<file path="config.mk">
export PLATFORM = sky130hd
export DESIGN_NAME = fetch_unit_flat
export DESIGN_NICKNAME = d
export VERILOG_FILES = /design/src/rtl/fetch_unit_if.sv /design/src/rtl/fetch_unit.sv /design/src/flat_wrapper.sv
export SDC_FILE = /design/constraint.sdc
export NUM_CORES = 1
export LEC_CHECK = 0
export CORE_UTILIZATION = 48
export DETAILED_ROUTE_END_ITERATION = 6
export PLACE_DENSITY = 0.83
export RECOVER_POWER = 50
export SLEW_MARGIN = 10
export SYNTH_ARGS = -nofsm -noshare
export SYNTH_HDL_FRONTEND = slang
export SYNTH_SLANG_ARGS = --single-unit
</file>
<file path="constraint.sdc">
create_clock -name clk -period 3.75 [get_ports clk]
set_input_delay 0.5625 -clock clk [delete_from_list [all_inputs] [get_ports clk]]
set_output_delay 0.5625 -clock clk [all_outputs]
set_load 0.005 [all_outputs]
</file>
<file path="src/rtl/fetch_unit_if.sv">
// Instruction-memory request/response bundle between fetch_unit and the
// instruction memory.
interface fetch_unit_if;
    logic        imem_req;
    logic [31:0] imem_addr;
    logic        imem_ready;
    logic [31:0] imem_rdata;

    modport master (
        output imem_req,
        output imem_addr,
        input  imem_ready,
        input  imem_rdata
    );

    modport slave (
        input  imem_req,
        input  imem_addr,
        output imem_ready,
        output imem_rdata
    );
endinterface

</file>
<file path="src/rtl/fetch_unit.sv">
// Instruction-fetch stage: holds the PC, fetches one word at a time over the
// imem handshake, and selects the next PC when the datapath retires.
module fetch_unit #(
    parameter logic [31:0] RESET_PC = 32'h0000_0000,
    parameter logic [31:0] NOP_INST = 32'h0000_0013
) (
    input  logic               clk,
    input  logic               rst_n,
    fetch_unit_if.master       imem,
    output logic [31:0]        inst,
    output logic               inst_valid,
    output logic [31:0]        pc,
    output logic [31:0]        pc_plus4,
    input  logic               retire,
    input  logic               b_beq,
    input  logic               b_jal,
    input  logic               b_jalr,
    input  logic               zero,
    input  logic [31:0]        imm,
    input  logic [31:0]        rs1_data,
    output logic               misalign
);

    typedef enum logic [1:0] {
        ST_IDLE  = 2'd0,
        ST_REQ   = 2'd1,
        ST_VALID = 2'd2,
        ST_TRAP  = 2'd3
    } state_t;

    state_t      state_r;
    state_t      next_state_s;
    logic [31:0] pc_r;
    logic [31:0] pc_next_s;
    logic [31:0] inst_r;
    logic [31:0] inst_next_s;
    logic [31:0] jalr_sum_s;
    logic [31:0] target_s;

    // Branch target selection; jalr outranks jal, which outranks a taken beq.
    always_comb begin
        jalr_sum_s = rs1_data + imm;
        target_s   = pc_r + 32'd4;
        if (b_jalr) begin
            target_s = jalr_sum_s & ~32'h0000_0001;
        end else if (b_jal) begin
            target_s = pc_r + imm;
        end else if (b_beq && zero) begin
            target_s = pc_r + imm;
        end else begin
            target_s = pc_r + 32'd4;
        end
    end

    // Next-state, next-PC and instruction capture decode.
    always_comb begin
        next_state_s = state_r;
        pc_next_s    = pc_r;
        inst_next_s  = inst_r;
        case (state_r)
            ST_IDLE: begin
                next_state_s = ST_REQ;
            end
            ST_REQ: begin
                if (imem.imem_ready) begin
                    inst_next_s  = imem.imem_rdata;
                    next_state_s = ST_VALID;
                end else begin
                    next_state_s = ST_REQ;
                end
            end
            ST_VALID: begin
                if (retire) begin
                    // A misaligned target traps without moving the PC.
                    if (target_s[1:0] != 2'b00) begin
                        next_state_s = ST_TRAP;
                    end else begin
                        pc_next_s    = target_s;
                        next_state_s = ST_REQ;
                    end
                end else begin
                    next_state_s = ST_VALID;
                end
            end
            ST_TRAP: begin
                next_state_s = ST_TRAP;
            end
            default: begin
                next_state_s = ST_IDLE;
            end
        endcase
    end

    // State, PC and instruction registers with synchronous active-low reset.
    always_ff @(posedge clk) begin
        if (!rst_n) begin
            state_r <= ST_IDLE;
            pc_r    <= RESET_PC;
            inst_r  <= NOP_INST;
        end else begin
            state_r <= next_state_s;
            pc_r    <= pc_next_s;
            inst_r  <= inst_next_s;
        end
    end

    assign imem.imem_req  = (state_r == ST_REQ);
    assign imem.imem_addr = pc_r;
    assign inst           = inst_r;
    assign inst_valid     = (state_r == ST_VALID);
    assign pc             = pc_r;
    assign pc_plus4       = pc_r + 32'd4;
    assign misalign       = (state_r == ST_TRAP);

endmodule

</file>
<file path="src/flat_wrapper.sv">
// flat-port wrapper written by rule: the top's interface ports become plain ports
module fetch_unit_flat 
#(
    parameter logic [31:0] RESET_PC = 32'h0000_0000,
    parameter logic [31:0] NOP_INST = 32'h0000_0013
)
  (clk, rst_n, inst, inst_valid, pc, pc_plus4, retire, b_beq, b_jal, b_jalr, zero, imm, rs1_data, misalign, imem_imem_req, imem_imem_addr, imem_imem_ready, imem_imem_rdata);
  fetch_unit_if imem_i ();
  input  logic clk;
  input  logic rst_n;
  output logic [31:0] inst;
  output logic inst_valid;
  output logic [31:0] pc;
  output logic [31:0] pc_plus4;
  input  logic retire;
  input  logic b_beq;
  input  logic b_jal;
  input  logic b_jalr;
  input  logic zero;
  input  logic [31:0] imm;
  input  logic [31:0] rs1_data;
  output logic misalign;
  output wire logic [$bits(imem_i.imem_req)-1:0] imem_imem_req;
  output wire logic [$bits(imem_i.imem_addr)-1:0] imem_imem_addr;
  input wire logic [$bits(imem_i.imem_ready)-1:0] imem_imem_ready;
  input wire logic [$bits(imem_i.imem_rdata)-1:0] imem_imem_rdata;
  assign imem_imem_req = imem_i.imem_req;
  assign imem_imem_addr = imem_i.imem_addr;
  assign imem_i.imem_ready = imem_imem_ready;
  assign imem_i.imem_rdata = imem_imem_rdata;
  fetch_unit #(.RESET_PC(RESET_PC), .NOP_INST(NOP_INST)) u_core (.clk(clk), .rst_n(rst_n), .imem(imem_i), .inst(inst), .inst_valid(inst_valid), .pc(pc), .pc_plus4(pc_plus4), .retire(retire), .b_beq(b_beq), .b_jal(b_jal), .b_jalr(b_jalr), .zero(zero), .imm(imm), .rs1_data(rs1_data), .misalign(misalign));
endmodule
</file>
==> metrics.md, run 1 <==
| Metric | Value |
|---|---|
| Met1 track utilization from global routing | `37.66%` |
| Antenna violations before repair | `0` |
| Dpl hpwl | `18.55 mm` |
| Beginning of the worst register-to-register path | `u_core.imem.imem_addr[0]` |
| Area of the core | `14480 um^2` |
| Initial standard-cell utilization of the core | `49.08%` |
| Last weighted congestion value of the routability-driven placer | `0.9776` |
| Worst setup slack for register-to-register paths | `750 ps` |
| Final hold violation count | `0` |
| Total standard cell area after synthesis | `7107 um^2` |
| Required time of the worst setup path | `3190 ps` |
| Total Routing Usage GR | `30.51%` |
| Worst relative slew slack | `42.19%` |
| Die area | `15300 um^2` |
| EDFF count, synth | `0` |
| P per Cell Area | `250.0 nW/um^2` |
| Nature of the critical path startpoint | `register` |
| Worst-case clock skew | `4.955 ps` |
| Clock root buffer master | `clkbuf_16` |
| Setup TNS | `0 ps` |
| Outcome | `finished, final reports clean` |
| Setup fix buffers added after clock tree synthesis | `0` |
| Number of design-rule violations left by the first detailed-router iteration | `581` |
| Global-route wire length before repair | `36.18 mm` |
| Mean instance size in the synthesized netlist | `7.489 um^2` |
| Fraction of the yosys area taken by sequential cells | `18.59%` |
| Drt pass-1 iters | `5` |
| Number of buffers added on ports | `234` |
| Number of antenna repair diodes | `0` |
| Number of different library cells in the post-synthesis netlist | `78` |
| Total via count after detailed routing | `7918` |
| Post-CTS Resized | `0` |
| Count of filler cells inserted in the layout | `1229` |
| Most frequent standard cell in the layout excluding fill and tap cells | `clkdlybuf4s50_1` |
| Peak supply drop | `0.1961 mV` |
| Leakage dissipation | `4.206 nW` |
| Via count of the first global-routing pass | `7139` |
| Fraction of final layout cells sized beyond drive strength 1 | `6.130%` |
| Final Routed Wirelength | `24.07 mm` |
| Final net count | `1305` |
| Skew-Pair Late Insertion Delay | `340 ps` |
| Top cells by area, synth | `dfxtp_1, ha_1, nand2_1` |
| Kind of end point of the critical path | `output pin` |
| Top achievable clock speed | `282.3 MHz` |
| Tightest hold margin | `455.8 ps` |
| #FFs+latches synth | `66` |
| Synth warn | `0` |
| Final critical-path required period | `3542 ps` |
| Worst Hold Class | `reg -> reg` |
| Max-slew violation count | `0` |
| Arrival time of data at the critical path endpoint | `2980 ps` |
| Hold endpoint | `u_core.inst[11]` |
| FF-to-FF path depth | `11` |
| Post-synthesis net count | `1117` |
| Setup violation total in the final timing report | `0` |
| Post-DRT Antenna Nets | `0` |
| Global-route met2 utilization | `50.97%` |
| Mean routed wirelength per cell | `18.15 um` |
| GRT Max-Usage Layer | `met2` |
| Clock-pin slew reported for the worst setup and hold paths after clock tree synthesis | `60 ps` |
| Global-route congestion overflow total | `0` |
| Beginning of the worst hold path | `u_core.inst[11]` |
| Period utilisation layout | `94.46%` |
| Commonest cells after routing, fill and taps aside | `clkdlybuf4s50_1, nand2_1, a21oi_1` |
| Row count | `44` |
| Main synth FF type | `dfxtp_1` |
| Largest buffer count on any clock path | `2` |
| Max-cap violations | `0` |
| Deepest level of the CTS H-tree | `3` |
| Async SR Flop Fraction | `0%` |
| Path type of the worst setup path | `reg -> out` |
| Height of the die | `123.7 um` |
| Number of buffers inserted during clock tree synthesis | `9` |
| Hold bufs inserted after CTS | `0` |
| Area share of the largest cell type after synthesis | `18.59%` |
| Total number of clock tree sinks | `66` |
| Number of remaining DRC errors | `0` |
| Clock tree from TritonCTS | `done` |
| Post-synthesis cell count | `949` |
| Mean number of vias per cell | `5.971` |
| Maximum fanout along the worst path | `8` |
| RSZ-0062 raised after global routing | `no` |
| Slew at the pin closest to its max-slew limit | `864.0 ps` |
| Worst hold path depth | `2` |
| Floorplan die width | `123.7 um` |
| Met3 capacity usage during global routing | `6.914%` |
| Area added between synthesis and finish | `36.83%` |
| I/O pin count | `235` |
| Reg-to-Reg End | `u_core.imem.imem_addr[30]` |
| Largest net degree at the start of global routing | `49` |
| Leading area contributor after synthesis | `dfxtp_1` |
flip-flops by register name, summed over array words and instances (netlist names):
| name | count |
|---|---|
| u_core.imem.imem_addr | 32 |
| u_core.state_r | 2 |
| u_core.inst | 32 |
final cells by class:
class / instances / area, um^2 / area share, %
Sequential cell: 66 / 1323 / 13.60
Tap cell: 184 / 230.2 / 2.367
Clock inverter: 5 / 55.05 / 0.5661
Multi-Input combinational cell: 780 / 5288 / 54.37
Inverter: 20 / 75.07 / 0.7720
Clock buffer: 11 / 232.7 / 2.393
Timing Repair Buffer: 260 / 2521 / 25.93
per-stage QoR:
stage	utilization [%]	area [um^2]	power, mW	instances	setup WS [ps]
after CTS	67.19	9728	2.436	1326	156.1
after global routing	67.16	9724	2.537	1326	50.52
after global placement	65.20	9440	1.580	1310	202.7
final	67.16	9724	2.432	1326	207.7
after detailed placement	65.20	9440	1.590	1310	146.0
after floorplan	-	7107	1.256	949	693.5
metal layers:
metal / routed length, um / part of all wire, %
met5: 0 / 0
met4: 830 / 3.4
met3: 1952 / 8.1
met2: 11390 / 47
met1: 9893 / 41
cells by family after synthesis:
logic type	after synthesis	share of synthesized area (%)
compound gates	308	30.23
mux	10	1.444
simple gates	318	21.14
buf+inv	103	7.253
fa+ha+maj	64	11.48
flops	66	18.59
xor+xnor	80	9.859
power breakdown:
part / switching, mW / internal, mW / total [mW]
registers: 0.0254 / 0.728 / 0.754
logic: 0.432 / 0.397 / 0.829
clock network: 0.336 / 0.513 / 0.849
total: 0.793 / 1.64 / 2.43
how the worst max path moves through the flow:
stage / from / to / cells after the start
6_report: u_core.imem.imem_addr[2] / pc_plus4[29] / 7
5_1_grt: u_core.imem.imem_addr[2] / pc_plus4[29] / 7
4_1_cts: u_core.imem.imem_addr[6] / pc_plus4[29] / 7
3_5_place_dp: imm[0] / u_core.imem.imem_addr[30] / 12
3_3_place_gp: imm[1] / u_core.imem.imem_addr[30] / 13
2_1_floorplan: imm[0] / u_core.imem.imem_addr[30] / 11
cell usage after synthesis, drive strengths merged (4+ instances only):
cell	n
o211ai	5
a21o	37
clkbuf	46
nand4	24
a22o	5
a22oi	4
o21a	4
nor2	66
nand3	24
or2	5
o311ai	6
and3	14
xor2	33
o21ai	48
and4	4
nand2	132
o31ai	7
a31oi	9
a211oi	19
a41oi	7
buf	37
mux2i	8
ha	62
o21bai	7
dfxtp	66
xnor2	47
a21oi	86
nand2b	10
a21boi	38
nor3	16
nor2b	7
o211a	4
and2	6
inv	20
critical path, stage by stage, from the launching register on:
cell	delay (ps)
dfxtp_1	350
clkbuf_1	350
nand2_1	300
nor3_4	450
nand2b_1	240
nor2_1	160
xor2_1	230
clkdlybuf4s50_1	540
No activity file was read; power rests on OpenSTA's default activity.
==> run 2: changes to the inputs <==
--- a/config.mk
+++ b/config.mk
@@ -5,8 +5,10 @@
 export SDC_FILE = /design/constraint.sdc
 export NUM_CORES = 1
 export LEC_CHECK = 0
+export CAP_MARGIN = 0
 export CORE_UTILIZATION = 48
 export DETAILED_ROUTE_END_ITERATION = 6
+export MAX_ROUTING_LAYER = met4
 export PLACE_DENSITY = 0.83
 export RECOVER_POWER = 50
 export SLEW_MARGIN = 10
==> constraint.sdc (replaced) <==
create_clock -name clk -period 3.75 [get_ports clk]
set_input_delay 0.375 -clock clk [delete_from_list [all_inputs] [get_ports clk]]
set_output_delay 0.375 -clock clk [all_outputs]
set_load 0.005 [all_outputs]
==> run 2 against run 1 <==
Compared with the run above:
- the flow now finishes with violations (capacitance limit, slew limit)
- clock power rose by 13%
- routed wire length rose by 0.86%
- global-route usage rose by 1.7 points
- critical path depth did not move
- flip-flop and latch count did not move
- sequential share of layout area barely moved
- power rose by 4.2%
- core utilization fell by 0.078 points
- largest cell class unchanged
- largest power group unchanged
==> metrics.md, run 2 (synthesis gave the netlist of run 1 again) <==
| Metric | Value |
|---|---|
| Commonest cells after routing, fill and taps aside | `clkdlybuf4s50_1, nand2_1, a21oi_1` |
| Largest buffer count on any clock path | `2` |
| Number of buffers inserted during clock tree synthesis | `9` |
| Worst relative slew slack | `-7.975%` |
| Via count of the first global-routing pass | `7114` |
| Met2 routed wirelength | `11.45 mm` |
| Failing checks | `capacitance limit, slew limit` |
| Worst setup slack after placement | `168.7 ps` |
| Leakage dissipation | `4.179 nW` |
| Die area | `15300 um^2` |
| Detailed-route wire length on metal 1 | `10.10 mm` |
| Row count | `44` |
| Clock root buffer master | `clkbuf_16` |
| Hold bufs inserted after CTS | `0` |
| Hold endpoint | `u_core.inst[1]` |
| Final critical-path required period | `3532 ps` |
| Antenna violations before repair | `0` |
| Number of antenna repair diodes | `0` |
| Period utilisation layout | `94.19%` |
| Skew-Pair Late Insertion Delay | `340 ps` |
| Clock tree from TritonCTS | `done` |
| Final standard cell area without fillers | `9713 um^2` |
| Outcome | `complete, but fails checks` |
| Setup violation total in the final timing report | `0` |
| Area of the core | `14480 um^2` |
| Path type of the worst setup path | `reg -> out` |
| Drt pass-1 iters | `7` |
| Min setup slack post-route | `217.8 ps` |
| P per Cell Area | `260.8 nW/um^2` |
| Beginning of the worst hold path | `u_core.inst[1]` |
| Clock-pin slew reported for the worst setup and hold paths after clock tree synthesis | `60 ps` |
| Final net count | `1299` |
| Kind of end point of the critical path | `output pin` |
| Worst path slowest cell | `nor3_2` |
| Global-route wire length before repair | `37.11 mm` |
| FF-to-FF path depth | `11` |
| Mean number of vias per cell | `5.911` |
| Post-CTS Resized | `0` |
| Total placed instance area | `9395 um^2` |
| Max-slew violation count | `41` |
| Worst setup slack for register-to-register paths | `570 ps` |
| Total via count after detailed routing | `7803` |
| Worst hold path depth | `2` |
| Number of remaining DRC errors | `0` |
| Crit path largest cell delay | `550 ps` |
| Cell count after placement | `1304` |
| Post-route core utilization | `67.08%` |
| Dpl hpwl | `18.42 mm` |
| Fraction of final layout cells sized beyond drive strength 1 | `5.722%` |
| Total number of clock tree sinks | `66` |
| Top achievable clock speed | `283.1 MHz` |
| Wire length on met3 | `1.971 mm` |
| Final hold violation count | `0` |
| Height of the die | `123.7 um` |
| Most frequent standard cell in the layout excluding fill and tap cells | `clkdlybuf4s50_1` |
| Non-filler instance count after layout | `1320` |
| Worst Hold Class | `reg -> reg` |
| Area added between synthesis and finish | `36.67%` |
| Slew at the pin closest to its max-slew limit | `1620 ps` |
| RSZ-0062 raised after global routing | `no` |
| Deepest level of the CTS H-tree | `3` |
| Post-DRT Antenna Nets | `0` |
| Maximum fanout along the worst path | `9` |
| Max-cap violations | `1` |
| Peak supply drop | `0.2331 mV` |
| Nature of the critical path startpoint | `register` |
| Total Routing Usage GR | `32.17%` |
| Last weighted congestion value of the routability-driven placer | `0.9711` |
| Top routing layer used | `met4` |
| Largest net degree at the start of global routing | `41` |
| Final Routed Wirelength | `24.27 mm` |
| Mean routed wirelength per cell | `18.39 um` |
| Reg-to-Reg End | `u_core.imem.imem_addr[30]` |
| Floorplan die width | `123.7 um` |
| Worst-path cell chain | `and4_1 > nand4_1 > nor3_2 > nand2b_1 > nor2_1 > xor2_1 > clkdlybuf4s50_1` |
| Required time of the worst setup path | `3380 ps` |
| Number of buffers added on ports | `234` |
| Beginning of the worst register-to-register path | `u_core.imem.imem_addr[0]` |
| Arrival time of data at the critical path endpoint | `3160 ps` |
| Final Power | `2.533 mW` |
| Number of design-rule violations left by the first detailed-router iteration | `579` |
| Setup TNS | `0 ps` |
| I/O pin count | `235` |
| Tightest hold margin | `458.7 ps` |
| Initial standard-cell utilization of the core | `49.08%` |
| Setup fix buffers added after clock tree synthesis | `0` |
| Global-route congestion overflow total | `0` |
| Worst-case clock skew | `3.865 ps` |
==> run 2: worst max-delay path by stage <==
stage	slack (ps)	start	to
3_3_place_gp	220	imm[1]	u_core.imem.imem_addr[30]
4_1_cts	300	u_core.imem.imem_addr[5]	pc_plus4[27]
5_1_grt	120	u_core.imem.imem_addr[5]	pc_plus4[27]
2_1_floorplan	880	u_core.imem.imem_addr[0]	u_core.imem.imem_addr[30]
3_5_place_dp	170	imm[1]	u_core.imem.imem_addr[30]
6_report	220	u_core.imem.imem_addr[5]	pc_plus4[27]
==> run 2: power breakdown <==
part / switching [mW] / internal (mW)
registers: 0.0260 / 0.728
clock network: 0.355 / 0.602
logic: 0.429 / 0.394
==> run 2: cell type report <==
| type | count | area [um^2] |
|---|---|---|
| Clock buffer | 10 | 239.0 |
| Clock inverter | 6 | 90.09 |
| Fill cell | 1256 | 4766 |
| Inverter | 20 | 75.07 |
| Multi-Input combinational cell | 780 | 5281 |
| Sequential cell | 66 | 1321 |
| Tap cell | 184 | 230.2 |
| Timing Repair Buffer | 254 | 2476 |
==> run 2: per-layer routing <==
| layer | up-vias | track usage (%) |
|---|---|---|
| met4 | 0 | 12.88 |
| li1 | 3776 | - |
| met5 | - | - |
| met2 | 384 | 50.94 |
| met1 | 3584 | 41.27 |
| met3 | 59 | 4.304 |
==> run 2: worst max-delay path: cells and delay by family (launching register included) <==
| family | cells | cell delay (ps) |
|---|---|---|
| xor+xnor | 1 | 230 |
| buf+inv | 1 | 550 |
| simple gates | 5 | 1480 |
| flops | 1 | 540 |
==> variant 1 (flow settings as in run 1) <==
`NOP_INST` is set to 32'h0000_0013 in 2 places; all go to 32'h00000009.
--- a/src/rtl/fetch_unit.sv
+++ b/src/rtl/fetch_unit.sv
@@ -2,7 +2,7 @@
 // imem handshake, and selects the next PC when the datapath retires.
 module fetch_unit #(
     parameter logic [31:0] RESET_PC = 32'h0000_0000,
-    parameter logic [31:0] NOP_INST = 32'h0000_0013
+    parameter logic [31:0] NOP_INST = 32'h00000009
 ) (
     input  logic               clk,
     input  logic               rst_n,
--- a/src/flat_wrapper.sv
+++ b/src/flat_wrapper.sv
@@ -2,7 +2,7 @@
 module fetch_unit_flat 
 #(
     parameter logic [31:0] RESET_PC = 32'h0000_0000,
-    parameter logic [31:0] NOP_INST = 32'h0000_0013
+    parameter logic [31:0] NOP_INST = 32'h00000009
 )
   (clk, rst_n, inst, inst_valid, pc, pc_plus4, retire, b_beq, b_jal, b_jalr, zero, imm, rs1_data, misalign, imem_imem_req, imem_imem_addr, imem_imem_ready, imem_imem_rdata);
   fetch_unit_if imem_i ();
Behaviour: not the same (a bounded check fails within 4 cycles, from zero or initial values and one cycle with rst_n low).
==> variant 1 against run 1 <==
Worst setup slack worse by 0.073 ns. Power is 2.4% lower. Synthesized area is 2.9% lower. Final area is 0.78% lower. Sequential cell count stayed put. Count of clock-buffer cells in the layout is 1 lower. Clock power is 5.4% lower. Routed wire length is 0.98% higher.
==> variant 1: results (changes against run 1) <==
Status
  – Status: finished, final reports clean

Yosys
  – Synth Net Count: 1107 (-0.90%)
  – Synth top cells by count: nand2_1, a21oi_1, dfxtp_1
  – Sequential-to-total area share from yosys stat: 19.15% (+0.56 points)
  – Largest cells by area after synthesis: dfxtp_1, ha_1, a21oi_1

STA
  – Clk_skew: 0.005858 ns (+0.0009023 ns)
  – Worst-Margin Slew: 1.169 ns (+0.3048 ns)
  – Final Worst Setup Slack: 0.1346 ns (-0.07317 ns)

Worst setup path
  – CP peak stage delay: 0.56 ns (+0.02 ns)
  – Critical Path AT: 3.05 ns (+0.07 ns)
  – Worst r2r path cells: 12 (+1)
  – Flop-to-flop setup slack: 0.38 ns (-0.37 ns)
  – CP max FO: 7 (-1)
  – Worst reg2reg path startpoint: u_core.imem.imem_addr[4]$_SDFFE_PN0P_

Detailed routing
  – Via density: 6.000 (+0.48%)
  – Detailed-route wire length: 24.30 mm (+0.98%)
  – Iter 0 DRT Violations: 619 (+6.5%)

Global route
  – Vias in the first global route: 7249 (+1.5%)
  – GR Util All Layers: 31.94% (+1.4 points)
  – Largest net degree at the start of global routing: 39 (-20%)
  – First-pass GRT wire length: 36.81 mm (+1.7%)

Placed design
  – Worst slack, placed: -0.1604 ns (-0.3064 ns)
  – GPL Wtd Cong: 0.9542 (-2.4%)

Power
  – P_leak: 4.127 nW (-1.9%)
  – Max IR drop VDD: 0.2302 mV (+17%)

Finish
  – Final nets: 1323 (+1.4%)
  – Layout fillers: 1210 (-1.5%)

Min path
  – Min-delay src: u_core.inst[5]$_SDFFE_PN0P_
==> variant 1: report_power, final <==
part | leakage [nW] | total (W) | switching (W) | internal [W]
registers | 0.536 | 0.000754 | 0.0000253 | 0.000728
logic | 3.46 | 0.000815 | 0.000422 | 0.000393
clock network | 0.131 | 0.000803 | 0.000338 | 0.000465
==> variant 1: cell type report <==
class / count / area (sq um) / area share (%)
well taps: 180 / 225.2 / 2.334
clock buffers: 10 / 239.0 / 2.477
inverters: 29 / 108.9 / 1.128
multi-input cells: 773 / 5072 / 52.57
clock inverters: 6 / 41.29 / 0.4280
repair buffers: 276 / 2640 / 27.36
flip-flops and latches: 66 / 1321 / 13.69
==> variant 1: repair_timing <==
item,4_1_cts,5_1_grt
gates resized for setup,0,1
setup buffers,0,0
endpoints found under the setup margin,0,1
==> variant 1: per-stage QoR <==
stage	util (%)	TNS, ns	cell area [sq um]	std cells	hold slack [ns]
floorplan	-	0	6900	939	0.4527
global placement	67.45	-0.2069	9399	1324	0.4408
detailed placement	67.45	-0.4754	9399	1324	0.4475
CTS	69.46	0	9679	1340	0.4552
global route	69.24	0	9648	1340	0.4693
finish	69.24	0	9648	1340	0.4489
==> variant 1: routing by layer <==
layer	vias up	share of wire [%]	track usage, %	wire (um)
met5	-	0	0	0
met4	0	3.3	14.04	804
li1	3855	-	-	-
met3	52	10	6.695	2437
met1	3687	41	40.38	10020
met2	446	45	52.01	11040
==> variant 1: worst max path at each step <==
stage                                     startpoint  cells past startpoint                                     end
4_1_cts        u_core.imem.imem_addr[5]$_SDFFE_PN0P_                      8                            pc_plus4[29]
3_5_place_dp                                  imm[0]                     12  u_core.imem.imem_addr[30]$_SDFFE_PN0P_
2_1_floorplan                                 imm[0]                     11  u_core.imem.imem_addr[30]$_SDFFE_PN0P_
5_1_grt                                       imm[0]                     12  u_core.imem.imem_addr[30]$_SDFFE_PN0P_
6_report       u_core.imem.imem_addr[5]$_SDFFE_PN0P_                      8                            pc_plus4[29]
3_3_place_gp                                  imm[0]                     12  u_core.imem.imem_addr[30]$_SDFFE_PN0P_
==> variant 1: kinds of logic (layout without fill, tap and decap cells) <==
group,Yosys count,after routing,share of synthesized area (%)
DFF,66,66,19.15
AOI/OAI and AO/OA,328,328,31.06
xor gates and xnor gates,70,70,8.885
adders and majority gates,64,64,11.82
and+or+nand+nor,305,305,20.71
buffers and inverters,100,321,7.489
muxes,6,6,0.8885
==> variant 1: tightest hold or removal path, cell delays in order, from the launching register on <==
cell	delay [ns]
dfxtp_1	0.30
nand2_1	0.05
a21oi_1	0.05
==> variant 2 (flow settings as in run 1) <==
Made on the original files. Encoding of `state_t`: now Gray code (2 bits for 4 states).
--- a/src/rtl/fetch_unit.sv
+++ b/src/rtl/fetch_unit.sv
@@ -22,10 +22,10 @@
 );
 
     typedef enum logic [1:0] {
-        ST_IDLE  = 2'd0,
-        ST_REQ   = 2'd1,
-        ST_VALID = 2'd2,
-        ST_TRAP  = 2'd3
+        ST_IDLE  = 2'b00,
+        ST_REQ   = 2'b01,
+        ST_VALID = 2'b11,
+        ST_TRAP  = 2'b10
     } state_t;
 
     state_t      state_r;
Check against the original RTL: no difference found for any inputs over 4 cycles, from zero or initial values and one cycle with rst_n low; so few cycles prove little.
==> variant 2 against run 1 <==
Synthesized area down 5.4%. Worst setup slack lost 0.013 ns. Count of clock-buffer cells in the layout grew 1. Power down 4.1%. Routed wire length down 8.0%. Cell count is 4.0% lower. Sequential cell count unchanged. Final area decreased by 3.8%. Largest cell class unchanged. Core utilization rose by 2.4 points.
==> variant 2: results (changes against run 1) <==
Finish
  – Share of layout cells above drive strength 1: 7.110% (+0.98 points)
  – Final nets: 1260 (-3.4%)

Yosys
  – Yosys cell types: 78 (unchanged)
  – Synth Net Count: 1054 (-5.6%)
  – Largest cells by area after synthesis: dfxtp_1, ha_1, a21oi_1
  – Sequential-to-total area share from yosys stat: 19.64% (+1.1 points)
  – Synth top cells by count: nand2_1, a21oi_1, dfxtp_1

CTS
  – Post-CTS Setup Inserts: 0 (unchanged)

STA
  – Slew margin rel.: 22.06% (-20 points)
  – Clk_skew: 0.008348 ns (+0.003392 ns)

Worst setup path
  – Critical Path AT: 2.99 ns (about the same)
  – Cell at the slowest stage of the critical path: clkdlybuf4s50_1
  – Worst r2r path cells: 12 (+1)
  – Worst R2R End: u_core.imem.imem_addr[26]$_SDFFE_PN0P_
  – CP endpoint: pc_plus4[28]
  – Flop-to-flop setup slack: 0.50 ns (-0.25 ns)

Global route
  – Vias in the first global route: 7097 (-0.59%)
  – GR Util All Layers: 29.79% (-0.72 points)
  – Largest net degree at the start of global routing: 35 (-29%)
  – First-pass GRT wire length: 34.39 mm (-5.0%)

Detailed routing
  – Iter 0 DRT Violations: 434 (-25%)
  – DR vias: 7518 (-5.1%)
  – DR WL/cell: 17.39 um (-4.2%)

Min path
  – Hold endpoint: u_core.inst[8]$_SDFFE_PN0P_
  – Min-delay src: u_core.inst[8]$_SDFFE_PN0P_

Status
  – Status: finished, final reports clean

Placed design
  – GPL Wtd Cong: 0.9102 (-6.9%)
  – Worst slack, placed: -0.1870 ns (-0.3330 ns)
  – HPWL Detailed: 17.04 mm (-8.2%)

Power
  – P_leak: 4.126 nW (-1.9%)
  – Max IR drop VDD: 0.2229 mV (+14%)
## variant 2: cell count changes after synthesis, moves of 7 or more
cell             run 1  this run
a211oi_1            17        27
a21boi_0            32         1
a21oi_1             86       102
clkbuf_1            46        30
nand4_1             24        11
nor2_1              65        54
o21ai_0             33        43
o21ai_1             14         1
xnor2_1             47        40
## variant 2: logic make-up after synthesis
family / after synthesis / synth area share, %
compound gates: 291 / 28.79
xor+xnor: 77 / 10.14
fa+ha+maj: 64 / 12.13
buf+inv: 87 / 7.422
flops: 66 / 19.64
mux: 8 / 1.302
simple gates: 293 / 20.57
## variant 2: stage by stage
step / area [sq um] / TNS (ns) / hold WS, ns / instances / total power [W]
6_report: 9356 / 0 / 0.4516 / 1273 / 0.002331
5_1_grt: 9356 / 0 / 0.4719 / 1273 / 0.002436
4_1_cts: 9370 / 0 / 0.4553 / 1273 / 0.002340
3_5_place_dp: 9087 / -0.3166 / 0.4461 / 1257 / 0.001538
3_3_place_gp: 9087 / -0.1081 / 0.4414 / 1257 / 0.001523
2_1_floorplan: 6726 / 0 / 0.4527 / 886 / 0.001226
## variant 2: area by class of cell
class                           count  area (sq um)
Multi-Input combinational cell    733          4917
Clock buffer                       12         256.5
Clock inverter                      4         26.28
Sequential cell                    66          1321
Timing Repair Buffer              265          2551
Inverter                           17         63.81
Fill cell                        1139          4096
Tap cell                          176         220.2
## variant 2: power by group
group	internal, W	switching, W
registers	0.000727	0.0000222
clock network	0.000483	0.000324
logic	0.000385	0.000391
## variant 2: routing by layer
| metal | GRT usage, % | wire length, um |
|---|---|---|
| met1 | 35.38 | 9005 |
| met2 | 53.20 | 10500 |
| met3 | 4.387 | 1981 |
| met4 | 12.50 | 654 |
| met5 | 0 | 0 |
